### src/rtl/reg_file.sv
// 32-entry integer register file: two combinational read ports decoded from the instruction, one write port.
// Define REG_FILE_BYPASS_EN to forward a same-cycle write onto matching read ports.
module reg_file #(
  parameter int unsigned XLEN  = 64,
  parameter int unsigned NREGS = 32
) (
  input  logic            clk,
  input  logic            rst_n,
  input  logic [31:0]     instruction,
  input  logic            reg_write,
  input  logic [4:0]      write_addr,
  input  logic [XLEN-1:0] write_data,
  output logic [XLEN-1:0] read_data1,
  output logic [XLEN-1:0] read_data2
);

  localparam int unsigned AW = 5;

  logic [XLEN-1:0] r_regs [NREGS];
  logic [AW-1:0]   w_rs1;
  logic [AW-1:0]   w_rs2;
  logic            w_wr_en;

  assign w_rs1   = instruction[19:15];
  assign w_rs2   = instruction[24:20];
  assign w_wr_en = reg_write && (write_addr != AW'(0));

  // Reset wins over a simultaneous write; x0 is never written.
  always_ff @(posedge clk) begin
    if (!rst_n) begin
      for (int i = 0; i < int'(NREGS); i++) begin
        r_regs[i] <= '0;
      end
    end else if (w_wr_en) begin
      r_regs[write_addr] <= write_data;
    end
  end

  // Read port 1: x0 is hardwired to zero, optional forwarding of the in-flight write.
  always_comb begin
    read_data1 = '0;
    if (w_rs1 != AW'(0)) begin
      read_data1 = r_regs[w_rs1];
`ifdef REG_FILE_BYPASS_EN
      if (rst_n && w_wr_en && (write_addr == w_rs1)) begin
        read_data1 = write_data;
      end
`endif
    end
  end

  // Read port 2: same structure as port 1.
  always_comb begin
    read_data2 = '0;
    if (w_rs2 != AW'(0)) begin
      read_data2 = r_regs[w_rs2];
`ifdef REG_FILE_BYPASS_EN
      if (rst_n && w_wr_en && (write_addr == w_rs2)) begin
        read_data2 = write_data;
      end
`endif
    end
  end

endmodule

### config.mk
export PLATFORM = sky130hd
export DESIGN_NAME = reg_file
export DESIGN_NICKNAME = d
export VERILOG_FILES = /design/src/rtl/reg_file.sv
export SDC_FILE = /design/constraint.sdc
export NUM_CORES = 2
export LEC_CHECK = 0
export ABC_AREA = 1
export CORE_MARGIN = 10
export CORE_UTILIZATION = 40
export DETAILED_ROUTE_END_ITERATION = 7
export HOLD_SLACK_MARGIN = 0.05
export PLACE_DENSITY = 0.61
export SYNTH_ARGS = -nofsm -noshare
export SYNTH_HDL_FRONTEND = slang
export SYNTH_SLANG_ARGS = --single-unit
### constraint.sdc
create_clock -name clk -period 3.6 [get_ports clk]
set_input_delay 0.36 -clock clk [delete_from_list [all_inputs] [get_ports clk]]
set_output_delay 0.36 -clock clk [all_outputs]
set_load 0.005 [all_outputs]
==> flow_metrics.py <==
metrics = {
    "run_status": {
        "status": "completed",
    },
    "placement": {
        "place_hpwl_microns": 270000,
        "numPortBuffers": 209,
        "routabilityCongestion": 0.887,
        "dp_slack_ps": 242,
        "placed_cells": 17896,
    },
    "clocking": {
        "clockRootBuffer": "clkbuf_16",
        "cts_resized": 0,
        "cts_setup_buffers": 0,
        "cts_buffers": 231,
        "clkTransAtPathRegs_ps": 60,
        "cts_hold_buf": 0,
        "cts_tree": "done",
        "cts_sinks": 2048,
        "htreeDepth": 4,
        "clk_path_buf_depth": 4,
    },
    "final_layout": {
        "final_common_cell": "nand2_1",
        "layout-drive-gt1-share_pct": 6.67,
        "largest-register": "r_regs",
        "fin_nets": 14471,
        "largest_reg_flops": 2048,
        "largestRegisters": "r_regs: 2048 flops",
        "syn_to_final_growth_pct": 13.5,
        "final_cells": 18311,
        "final_cell_mix": "nand2_1 (4374), nor2_1 (3497), nand3_1 (2068)",
    },
    "timing": {
        "finalSetupViolCount": 0,
        "relSlewSlack_pct": 16.8,
        "finalWorstSetupSlack_ps": 168,
        "hold_viol": 0,
        "max_freq_ghz": 0.291,
        "tns_ps": 0,
        "timing.final.crit_share_pct": 95.3,
        "slew_viol_final": 0,
        "period_minus_slack_ps": 3430,
        "rsz0062_at_grt": "false",
        "worst_slew_pin_slew_ps": 1250,
    },
    "grt": {
        "overflow": 0,
        "grt_max_degree": 108,
        "grt_usage_pct": 31.0,
        "antenna_found_initial": 15,
        "grt_pass1_vias": 100002,
        "grt_pass1_wl_microns": 707000,
    },
    "routing": {
        "drt_iter0_drc": 18591,
        "wirelength_microns": 499000,
        "drc_errors": 0,
        "dr.pass1.iters": 7,
        "vias": 108102,
        "ant_nets": 0,
        "via_per_inst": 5.90,
        "wl_per_cell_microns": 27.2,
    },
    "pwr": {
        "p_leak_nw": 54.1,
        "vdd_drop_max_v": 0.000363,
        "power_density_nw_per_um2": 464,
    },
    "critical_path": {
        "cp_max_fo": 30,
        "endpoint_kind": "output port",
        "crit_arrival_ps": 3070,
        "crit_type": "primary input to output port",
        "required_ps": 3240,
        "cp-start-kind": "primary input",
    },
    "hold_path": {
        "min_path_type": "primary input to flop",
    },
    "synthesis": {
        "synth-warning-count": 0,
        "avgSynthCellArea_sq_um": 7.83,
        "yosysUniqueCellTypes": 25,
        "synth_top_area_share_pct": 53.9,
        "synth-seq-cells": 2048,
        "synth_top_area_cell": "edfxtp_1",
        "syn_area_sq_um": 114000,
        "seq_area_frac_synth_pct": 53.9,
        "syn-instance-count": 14573,
        "synth_area_leaders": "edfxtp_1 (54%), nand2_1 (15%), nor2_1 (12%)",
    },
    "floorplan": {
        "core_sq_um": 284000,
        "initial_core_util_pct": 40.1,
        "die_w_microns": 554,
        "dieArea_sq_um": 307000,
        "fp.dieH_microns": 554,
        "row_count": 196,
        "ios": 232,
    },
    "job": {
        "drv_cap": 0,
    },
}
==> through the flow <==
stage	hold slack, ps	instance area (sq um)	utilization (%)	total power [mW]
5_1_grt	396	129000	45.5	61.7
3_5_place_dp	1300	123000	43.1	37.5
4_1_cts	351	129000	45.5	59.8
3_3_place_gp	1310	123000	43.1	37.5
6_report	382	129000	45.5	60.0
2_1_floorplan	599	114000	-	33.4
==> where the power goes <==
part,switching [mW],internal (mW),total (mW)
logic,6.37,2.76,9.13
clock network,10.1,12.6,22.7
registers,0.654,27.6,28.2
total,17.1,42.9,60.0
==> synth_stat cells, drive strengths merged <==
library cell and count:
buf 775, nand4 1, nand2 4436, nor2 3499, nor3 8, a21oi 128
conb 1, and3 7, clkinv 3, o21ai 660, inv 324, clkbuf 512
or2 1, edfxtp 2048, nand3 2069, o211ai 101
==> area by class of cell <==
class	instances	area, sq um
timing repair buffer	785	9320
multi-input combinational	10974	45700
fill	27472	155000
antenna	3	7.51
inverter	327	1310
sequential	2048	61500
clock buffer	293	6080
tap	3762	4710
clock inverter	119	846
==> per-layer routing <==
layer / track usage (%) / share of wire, %
met1: 40.8 / 36
met3: 8.22 / 15
met4: 17.8 / 7.1
met5: 0 / 0.018
met2: 46.0 / 42
==> critical path: stages <==
cell,delay [ps]
buf_8,150
inv_8,360
buf_12,270
buf_12,220
nand2_1,70
nand3_1,70
nand3_1,80
nand2_1,90
nand2_1,60
nand2_1,210
nor2_1,70
nor2_1,190
buf_4,220
clkdlybuf4s50_1,520
==> cells by family (layout without fill, tap and decap cells) <==
group / Yosys count / count (layout) / synth area share (%)
buf+inv: 1614 / 1524 / 6.68
simple gates: 10021 / 10021 / 35.3
flops: 2048 / 2048 / 53.9
other cells: 1 / 67 / 0.00329
compound gates: 889 / 889 / 4.14
==> path summary, 6_finish.rpt <==
path,cells past startpoint,endpoint,slack [ps],from
hold / removal,3,r_regs[24][6],380,rst_n
setup / recovery,14,read_data2[28],170,instruction[20]
Note: power is estimated with default switching activity, not from simulation.
